--- config.mk ---
export PLATFORM = sky130hd
export DESIGN_NAME = sample_edge_monitor
export DESIGN_NICKNAME = d
export VERILOG_FILES = /design/src/rtl/sample_edge_monitor.sv
export SDC_FILE = /design/constraint.sdc
export NUM_CORES = 1
export LEC_CHECK = 0
export ABC_AREA = 1
export CAP_MARGIN = 20
export CORE_ASPECT_RATIO = 1.2
export CORE_MARGIN = 2
export CORE_UTILIZATION = 42
export CTS_CLUSTER_SIZE = 10
export DETAILED_ROUTE_END_ITERATION = 12
export SETUP_SLACK_MARGIN = 0.5
export SLEW_MARGIN = 10
export SYNTH_ARGS = -nofsm -noshare
export SYNTH_HDL_FRONTEND = slang
export SYNTH_SLANG_ARGS = --single-unit
--- constraint.sdc ---
create_clock -name clk -period 2.3 [get_ports clk]
set_input_delay 0.46 -clock clk [delete_from_list [all_inputs] [get_ports clk]]
set_output_delay 0.46 -clock clk [all_outputs]
set_load 0.005 [all_outputs]
--- src/rtl/sample_edge_monitor.sv ---
// Per-channel sample change/edge monitor with stuck detection and saturating change counters.
// Define SAMPLE_EDGE_MONITOR_ASSERT_EN to compile in concurrent self-check assertions.
//
// state   | meaning
// S_INIT  | no reference sample held yet
// S_TRACK | reference held, watching for changes
// S_STUCK | reference unchanged for STABLE_MAX samples
module sample_edge_monitor #(
  parameter int CH         = 4,
  parameter int W          = 1,
  parameter int STABLE_MAX = 8,
  parameter int CNT_W      = 8
) (
  input  logic                clk,
  input  logic                rst,
  input  logic                en,
  input  logic                clr,
  input  logic [CH*W-1:0]     din,
  output logic [CH-1:0]       changed,
  output logic [CH-1:0]       rose,
  output logic [CH-1:0]       fell,
  output logic [CH-1:0]       stuck_err,
  output logic [CH*CNT_W-1:0] chg_cnt,
  output logic                armed
);

  localparam int SW = $clog2(STABLE_MAX + 1);
  localparam logic [SW-1:0]    STABLE_TOP = SW'(STABLE_MAX);
  localparam logic [CNT_W-1:0] CNT_TOP    = '1;

  typedef enum logic [1:0] {S_INIT, S_TRACK, S_STUCK} state_t;

  state_t           st_q     [CH];
  state_t           st_d     [CH];
  logic [W-1:0]     ref_q    [CH];
  logic [W-1:0]     ref_d    [CH];
  logic [SW-1:0]    stable_q [CH];
  logic [SW-1:0]    stable_d [CH];
  logic [CNT_W-1:0] cnt_q    [CH];
  logic [CNT_W-1:0] cnt_d    [CH];
  logic [CH-1:0]    stuck_q, stuck_d;
  logic [CH-1:0]    changed_q, changed_d;
  logic [CH-1:0]    rose_q, rose_d;
  logic [CH-1:0]    fell_q, fell_d;
  logic             armed_q, armed_d;
  logic [W-1:0]     sample;

  always_comb begin
    stuck_d   = stuck_q;
    changed_d = '0;
    rose_d    = '0;
    fell_d    = '0;
    armed_d   = armed_q | en;
    sample    = '0;
    for (int i = 0; i < CH; i++) begin
      st_d[i]     = st_q[i];
      ref_d[i]    = ref_q[i];
      stable_d[i] = stable_q[i];
      cnt_d[i]    = cnt_q[i];
      sample      = din[i*W +: W];
      if (en) begin
        ref_d[i] = sample;
        if (st_q[i] == S_INIT) begin
          st_d[i] = S_TRACK;
        end else if (sample != ref_q[i]) begin
          changed_d[i] = 1'b1;
          rose_d[i]    = sample[0] & ~ref_q[i][0];
          fell_d[i]    = ~sample[0] & ref_q[i][0];
          stable_d[i]  = '0;
          st_d[i]      = S_TRACK;
          if (cnt_q[i] != CNT_TOP) cnt_d[i] = cnt_q[i] + 1'b1;
        end else begin
          if (stable_q[i] != STABLE_TOP) stable_d[i] = stable_q[i] + 1'b1;
          if (stable_d[i] == STABLE_TOP) begin
            stuck_d[i] = 1'b1;
            st_d[i]    = S_STUCK;
          end
        end
      end
      // clr beats any same-edge count/flag update but leaves pulses and reference alone
      if (clr) begin
        cnt_d[i]    = '0;
        stable_d[i] = '0;
        stuck_d[i]  = 1'b0;
        if (st_d[i] == S_STUCK) st_d[i] = S_TRACK;
      end
    end
  end

  always_ff @(posedge clk) begin
    if (rst) begin
      for (int i = 0; i < CH; i++) begin
        st_q[i]     <= S_INIT;
        ref_q[i]    <= '0;
        stable_q[i] <= '0;
        cnt_q[i]    <= '0;
      end
      stuck_q   <= '0;
      changed_q <= '0;
      rose_q    <= '0;
      fell_q    <= '0;
      armed_q   <= 1'b0;
    end else begin
      for (int i = 0; i < CH; i++) begin
        st_q[i]     <= st_d[i];
        ref_q[i]    <= ref_d[i];
        stable_q[i] <= stable_d[i];
        cnt_q[i]    <= cnt_d[i];
      end
      stuck_q   <= stuck_d;
      changed_q <= changed_d;
      rose_q    <= rose_d;
      fell_q    <= fell_d;
      armed_q   <= armed_d;
    end
  end

  assign changed   = changed_q;
  assign rose      = rose_q;
  assign fell      = fell_q;
  assign stuck_err = stuck_q;
  assign armed     = armed_q;

  for (genvar g = 0; g < CH; g++) begin : g_ch
    assign chg_cnt[g*CNT_W +: CNT_W] = cnt_q[g];

`ifdef SAMPLE_EDGE_MONITOR_ASSERT_EN
    a_changed: assert property (@(posedge clk) disable iff (rst)
      (en && st_q[g] != S_INIT) |=> (changed[g] == $past(din[g*W +: W] != ref_q[g])))
      else $error("%0t: changed mismatch on channel %0d", $time, g);

    a_rose_fell: assert property (@(posedge clk) disable iff (rst)
      !(rose[g] && fell[g]))
      else $error("%0t: rose and fell both set on channel %0d", $time, g);

    a_stuck_sticky: assert property (@(posedge clk) disable iff (rst)
      $fell(stuck_err[g]) |-> $past(clr || rst))
      else $error("%0t: stuck_err dropped without clear on channel %0d", $time, g);

    a_cnt_mono: assert property (@(posedge clk) disable iff (rst)
      (chg_cnt[g*CNT_W +: CNT_W] < $past(chg_cnt[g*CNT_W +: CNT_W])) |-> $past(clr || rst))
      else $error("%0t: chg_cnt decreased without clear on channel %0d", $time, g);
`endif
  end

endmodule

# Yosys cells after proc, flatten, opt, wreduce, memory -nomap -nowiden
# Memories as Yosys holds them, arrays and structs flattened.
# Index checks and enable logic that the tools add are counted.
# totals
inputBits,8
ff_bits,17
output_inout_bits,49
wordCells,211
memories,4
ramBits,60
# classes
n_reduce_logical,17
addsub,8
mux,103
n_eq_ne,20
n_bitwise,42
# memory_table
name,depth,word_bits,read_ports,rd_ports_with_merged_regs,write_ports,line,text
cnt_q,4,8,4,0,4,39,logic [CNT_W-1:0] cnt_q [CH];
stable_q,4,4,4,0,4,37,logic [SW-1:0] stable_q [CH];
st_q,4,2,4,0,4,33,state_t st_q [CH];
ref_q,4,1,4,0,4,35,logic [W-1:0] ref_q [CH];
# ops
operator,n
$mux W8,24
$mux W4,36
$mux W2,28
$add A8 B1 Y8 const B,4
$ne A8 B8 Y1 const B,4
$not A1 Y1,17
$or A1 B1 Y1,17
$add A4 B1 Y4 const B,4
$eq A4 B4 Y1 const B,4
$ne A4 B4 Y1 const B,4
$reduce_and A4 Y1,4
$reduce_or A4 Y1,4
$mux W1,15
$reduce_or A3 Y1,4
$and A1 B1 Y1,8
$eq A2 B2 Y1 const B,4
$logic_not A2 Y1,4
$ne A1 B1 Y1,4
$reduce_or A2 Y1,1

# Logic depth before layout (Yosys ltp)
# logic_depth
ltp_word,14
ltp_mapped,11
mapped_depth_nobuf,11

# Worst setup path after synthesis
# OpenSTA, ideal clock, no wires.
# synth_path
kind,input to register
start,in din[0]
end,mem cnt_q[0][2]
path_stages,9
path_slack_ns,0.662
t_arrival_ns,1.523
setup_time_ns,0.116
path_cell_list,inv_1 ha_1 inv_1 nand2_1 nor2_1 nand2_2 inv_2 nand3_1 and3_1
# synth_rtl
element,line,text
start: declaration,18,"input logic [CH*W-1:0] din,"
end: declaration,39,

==> summary.txt <==
Clocking
  • Max clock buf depth: 2
  • Hold Buf Count CTS: 0
  • Clk_lat worst skew: 350 ps
  • Num CTS Buffers: 9
  • TritonCTS clock tree: built
  • H-tree Lvls: 3
  • Clock root buffer: clkbuf_8
  • CTS Sinks: 77
  • Clock transition at path regs: 80 ps

Layout
  • Seq. cell area: 1550 µm²
  • Multi-input gate area: 1960 µm²
  • Final net count: 616
  • Fill cells: 819
  • Area growth syn-to-layout: 31.5%
  • Layout cells sized above 1: 0.140
  • Cell Count, Final, Fillers Out: 709
  • Final instance area: 4880 µm²
  • Antenna cells: 0

Route
  • Routed WL: 8000 µm
  • DRC Markers: 0
  • Vias post-DR: 3412
  • Via-to-Cell Ratio: 4.81
  • Initial DRC Count: 97
  • Pre-Repair DR Iteration Count: 4
  • Post-DRT Antenna Nets: 0
  • Routed wire per std cell: 11.3 µm

Synthesis
  • Ys flop type: dfxtp_1
  • Syn Area/Cell: 7.28 µm²
  • Register bit total from synthesis: 77
  • EDFF count, synth: 0
  • Post-Syn Instances: 510
  • Register area share after synthesis: 0.415
  • Syn Nets: 538
  • Post-synth cell types: 32
  • Area share of the largest cell type after synthesis: 0.415
  • Yosys warnings: 0
  • Synth cell count leaders: 118 x nand2_1, 77 x dfxtp_1, 64 x inv_1, 51 x a21oi_1, 50 x nor2_1
  • Mapped cell area: 3710 µm²
  • Top-count cell post-synth: nand2_1
  • Top cells by area in the synthesized netlist: dfxtp_1 42%, nand2_1 12%, a21oi_1 6.9%
  • Fraction of synthesis flops using an asynchronous set or reset pin: 0
  • Area leader, netlist: dfxtp_1

Floorplanning
  • Die Ht: 107 µm
  • Core area: 8560 µm²
  • Row count: 37
  • Die area: 9610 µm²
  • Chip width: 89.8 µm
  • Initial Util: 0.434
  • IO Count: 57

Worst setup path
  • Critical Path Start Type: flip-flop
  • Req. time, crit path: 1840 ps
  • Crit path DAT: 1290 ps
  • RR Startpoint: cnt_q[0][0]$_SDFFE_PP0P_
  • Crit-path max cell delay: 530 ps
  • Worst-path fanout max: 4
  • CP bufs+invs: 1
  • Cell chain of the critical path: clkdlybuf4s50_1
  • Critical Path Sink Type: output port
  • Family with the most delay on the worst path: buffers and inverters
  • Crit path kind: flip-flop to output port
  • Worst setup path start: cnt_q[1][7]$_SDFFE_PP0P_
  • CP max stage cell: clkdlybuf4s50_1

Global routing
  • Number of global-route vias before repair: 3126
  • GRT Util Overall: 0.163
  • First-pass GRT wire length: 13000 µm
  • GRT overflow: 0
  • Largest net degree at the start of global routing: 35
  • Initial antenna violation count: 0

Timing
  • Final period utilization: 0.761
  • Final setup fails: 0
  • Max Fclk: 0.572 GHz
  • Final hold slack: 418 ps
  • Final Hold Vio Count: 0
  • Worst slew pin tran: 636 ps
  • Setup TNS Final: 0 ps
  • Final count of pins violating max slew: 0
  • Tmin final: 1750 ps
  • Clock Skew: 5.46 ps
  • Normalized max-slew margin: 0.575
  • RSZ-0062 raised after global routing: no

Flow run
  • Max-cap violations: 0

Placed design
  • Post-DP HPWL: 5740 µm
  • Placed cell count: 691
  • Gpl congestion: 0.814
  • PortBufs: 56
  • Post-DP Area: 4510 µm²

Hold path
  • Hold Startpoint: din[2]
  • Worst Hold Class: input pin to flip-flop

Run status
  • Status: completed

Power and ir drop
  • Maximum vdd drop: 363 µV
  • PwrDens: 583 nW/µm²
  • LEAKAGE: 1.93 nW
  • Sequential power share: 0.481
  • Power, Total: 2.84 mW
  • P_sw: 626 µW
  • Sw Ratio: 0.220
  • Int Power: 2.22 mW
  • Logic pwr share: 0.078
  • Clock power frac: 0.441
state kept, by name (all words and copies together), names as in the netlist:
| register | count |
|---|---|
| cnt_q | 32 |
| stable_q | 16 |
| st_q | 8 |
| changed | 4 |
| fell | 4 |
| ref_q | 4 |
| rose | 4 |
| stuck_err | 4 |
| armed | 1 |
area by class of cell:
type,count,area share
flip-flops and latches,77,0.318
clock buffers,11,0.0310
multi-input cells,354,0.401
inverters,73,0.0566
repair buffers,73,0.145
well taps,117,0.0300
clock inverters,4,0.0195
power by group through the flow:
stage               combinational, mW  clock (mW)  sequential, mW
floorplan                       0.118           0            1.40
global placement                0.201           0            1.40
detailed placement              0.203           0            1.40
CTS                             0.216        1.28            1.37
global route                    0.247        1.33            1.37
finish                          0.222        1.26            1.37
logic make-up after synthesis:
family	count (synthesis)	synth area share
AOI/OAI and AO/OA	78	0.115
adders and majority gates	20	0.0674
and+or+nand+nor	239	0.283
buffers and inverters	80	0.0822
xor gates and xnor gates	16	0.0377
DFF	77	0.415
cells in the final DEF (no fill, tap or decap), types with 3 or more instances in the layout:
master,count
nor3_1,10
o21bai_1,3
nand2_2,8
clkdlybuf4s50_1,54
xnor2_1,6
clkbuf_8,11
buf_4,16
inv_1,61
ha_1,18
o21ai_2,3
nand4_1,7
dfxtp_2,8
nand3b_1,3
inv_2,10
o21ai_1,9
xor2_1,10
bufinv_16,3
nor2_1,46
nand3_1,29
or2_1,4
nor2_4,7
a21oi_1,50
o21ai_0,9
nand2_1,112
dfxtp_1,69
nor2_2,7
per-stage QoR:
stage          setup WS [ps]  utilization
2_1_floorplan            662            -
3_3_place_gp           -14.6        0.527
3_5_place_dp           -62.9        0.527
4_1_cts                  476        0.563
5_1_grt                  498        0.570
6_report                 551        0.570
routing by layer:
layer | global-route usage | part of all wire | wire (µm) | up-vias
met3 | 0.0260 | 0.025 | 200 | 13
met1 | 0.182 | 0.44 | 3500 | 1572
met2 | 0.306 | 0.52 | 4150 | 42
met4 | 0.0736 | 0.018 | 144 | 0
met5 | 0 | 0 | 0 | -
li1 | - | - | - | 1785
path summary, 6_finish.rpt:
| path | slack, ps | endpoint | cells after the start |
|---|---|---|---|
| max reg2reg | 690 | cnt_q[0][4]$_SDFFE_PP0P_ | 9 |
| max | 550 | chg_cnt[15] | 1 |
| min reg2reg | 450 | stuck_err[1]$_SDFFE_PP0P_ | 2 |
| min | 420 | ref_q[2]$_SDFFE_PP0P_ | 3 |
what timing repair did:
item,in CTS,in global routing
pin swaps,4,8
buffers inserted,1,1
setup endpoints to repair,24,34
gates resized for setup,14,19
endpoints found under the hold margin,0,0
gates cloned,1,0
No activity file was read; power rests on OpenSTA's default activity.
==> RTL change, RTL diff (config.mk and constraints unchanged) <==
The parameter `STABLE_MAX` goes from 8 to 16.
--- a/src/rtl/sample_edge_monitor.sv
+++ b/src/rtl/sample_edge_monitor.sv
@@ -10,3 +10,3 @@
   parameter int W          = 1,
-  parameter int STABLE_MAX = 8,
+  parameter int STABLE_MAX = 16,
   parameter int CNT_W      = 8
Check against the original RTL: no difference found for any inputs over 4 cycles, from zero or initial values and one cycle with rst high; that may be too few to reach the edited logic, so the function may still have changed.
==> RTL change against the original RTL <==
- sequential cell count is 4 higher
- synthesized area is 6.8% higher
- global-route usage up 0.68 points
- wire length rose by 7.6%
- final area is 2.7% higher
- power increased by 0.95%
- worst setup slack better by 0.012 ns
- sequential share of layout area is 0.83 points higher
- sequential power grew 5%
- fmax increased by 0.67%
==> RTL change: results <==
[clock_network]
postCtsSetupBuffers = 0
clock_path_buffers = 2
clk_pin_slew_ns = 0.08
htreeDepth = 3
numCtsBuffers = 9
clockRootBuffer = clkbuf_8
insertion_delay_ns = 0.34

[grt]
grt_pass1_wl_um = 14600
grtUsageMet1_pct = 21.2
overflow = 0
antenna_found_initial = 0
grt_util_all_layers_pct = 17.0
use_met3_pct = 2.86
grt_max_degree = 25
first_global_vias = 3400
grt_util_met2_pct = 29.2

[critical_path]
arrival_ns = 1.28
crit_fanout = 4
critPathTopFamily = buffers and inverters
critPathSlowestCell = clkdlybuf4s50_1
cpPeakStageDelay_ns = 0.54

[drt]
num_vias = 3544
wirelength_um = 8600
dr.pass1.iters = 4
drt_iter0_drc = 122
drc = 0

[synth]
synthFlopType = dfxtp_1
synth_common_cells = nand2_1, dfxtp_1, nor2_1
synth.distinct_cells = 38
async_reset_ff_share_pct = 0
yosysSeqAreaShare_pct = 40.9
synth_nets = 562
synth_area_leaders = dfxtp_1, nand2_1, nor2_1
yosys_warnings = 0

[hold_path]
min_path_type = reg -> reg

[place]
numPortBuffers = 56
gp_congestion = 0.808
dp_hpwl_um = 6230

[final_layout]
nets = 625
drive_gt1_share_pct = 11.8
syn_to_final_growth_pct = 26.5
diodes = 0
reg.largest.list = cnt_q x32, stable_q x20, st_q x8

[run_status]
status = complete, no violations

[sta]
worst_pin_slew_ns = 0.543
clock-skew-final_ns = 0.00995

[power_and_ir_drop]
p_leak_nw = 1.96
irDropWorstVdd_mv = 0.310
power.share.switching_pct = 22.7
-- RTL change: cell types whose count changed after synthesis, sizes merged, moves of 4 or more --
cell	delta
nor2	+16
inv	-6
nand3	+6
nand4	+6
a21oi	-4
a32oi	+4
dfxtp	+4
nor3	-4
o21a	+4
or2	-4
xnor2	+4
-- RTL change: cells by family after synthesis --
| kind of cell | after synthesis | synth area share (%) |
|---|---|---|
| simple gates | 258 | 29.6 |
| flops | 81 | 40.9 |
| compound gates | 80 | 11.5 |
| buf+inv | 76 | 7.51 |
| fa+ha+maj | 20 | 6.31 |
| xor+xnor | 19 | 4.20 |
-- RTL change: area by class of cell --
cell class	count	area [um^2]
Clock buffer	9	124
Multi-Input combinational cell	377	2140
Clock inverter	6	108
Timing Repair Buffer	61	611
Fill cell	879	4110
Sequential cell	81	1640
Inverter	67	251
Tap cell	120	150
-- RTL change: stage by stage --
step           hold WS [ns]  instance area [um^2]  power (mW)  instances  setup slack (ns)
2_1_floorplan         0.447                  3970        1.60        534             0.769
3_3_place_gp          0.442                  4680        1.67        706             0.102
3_5_place_dp          0.442                  4680        1.67        706            0.0814
4_1_cts               0.457                  4930        2.90        721             0.484
5_1_grt               0.507                  5020        3.01        721             0.491
6_report              0.454                  5020        2.87        721             0.563
-- RTL change: path summary, 6_finish.rpt --
kind	cells after the start	from	slack [ns]	end
worst max-delay path	1	cnt_q[3][7]$_SDFFE_PP0P_	0.56	chg_cnt[31]
worst min-delay path	2	stuck_err[1]$_SDFFE_PP0P_	0.45	stuck_err[1]$_SDFFE_PP0P_
worst max register to register	10	stable_q[0][0]$_SDFFE_PP0P_	0.70	st_q[0][0]$_SDFF_PP0_
worst min register to register	2	stuck_err[1]$_SDFFE_PP0P_	0.45	stuck_err[1]$_SDFFE_PP0P_
-- RTL change: power by group through the flow --
| stage | Clock (mW) | Combinational [mW] | Sequential (mW) |
|---|---|---|---|
| 3_5_place_dp | 0 | 0.201 | 1.47 |
| 6_report | 1.21 | 0.219 | 1.44 |
| 4_1_cts | 1.25 | 0.206 | 1.44 |
| 2_1_floorplan | 0 | 0.128 | 1.47 |
| 3_3_place_gp | 0 | 0.200 | 1.47 |
| 5_1_grt | 1.32 | 0.247 | 1.44 |
-- RTL change: repair_timing --
| item | in CTS | in global routing |
|---|---|---|
| gates resized for setup | 6 | 18 |
| pin swaps | 0 | 3 |
| endpoints found under the setup margin | 7 | 29 |
-- RTL change: metal layers --
layer / vias up / part of all wire [%]
li1: 1837 / -
met4: 0 / 2.3
met3: 13 / 3.1
met1: 1630 / 46
met5: - / 0
met2: 64 / 49
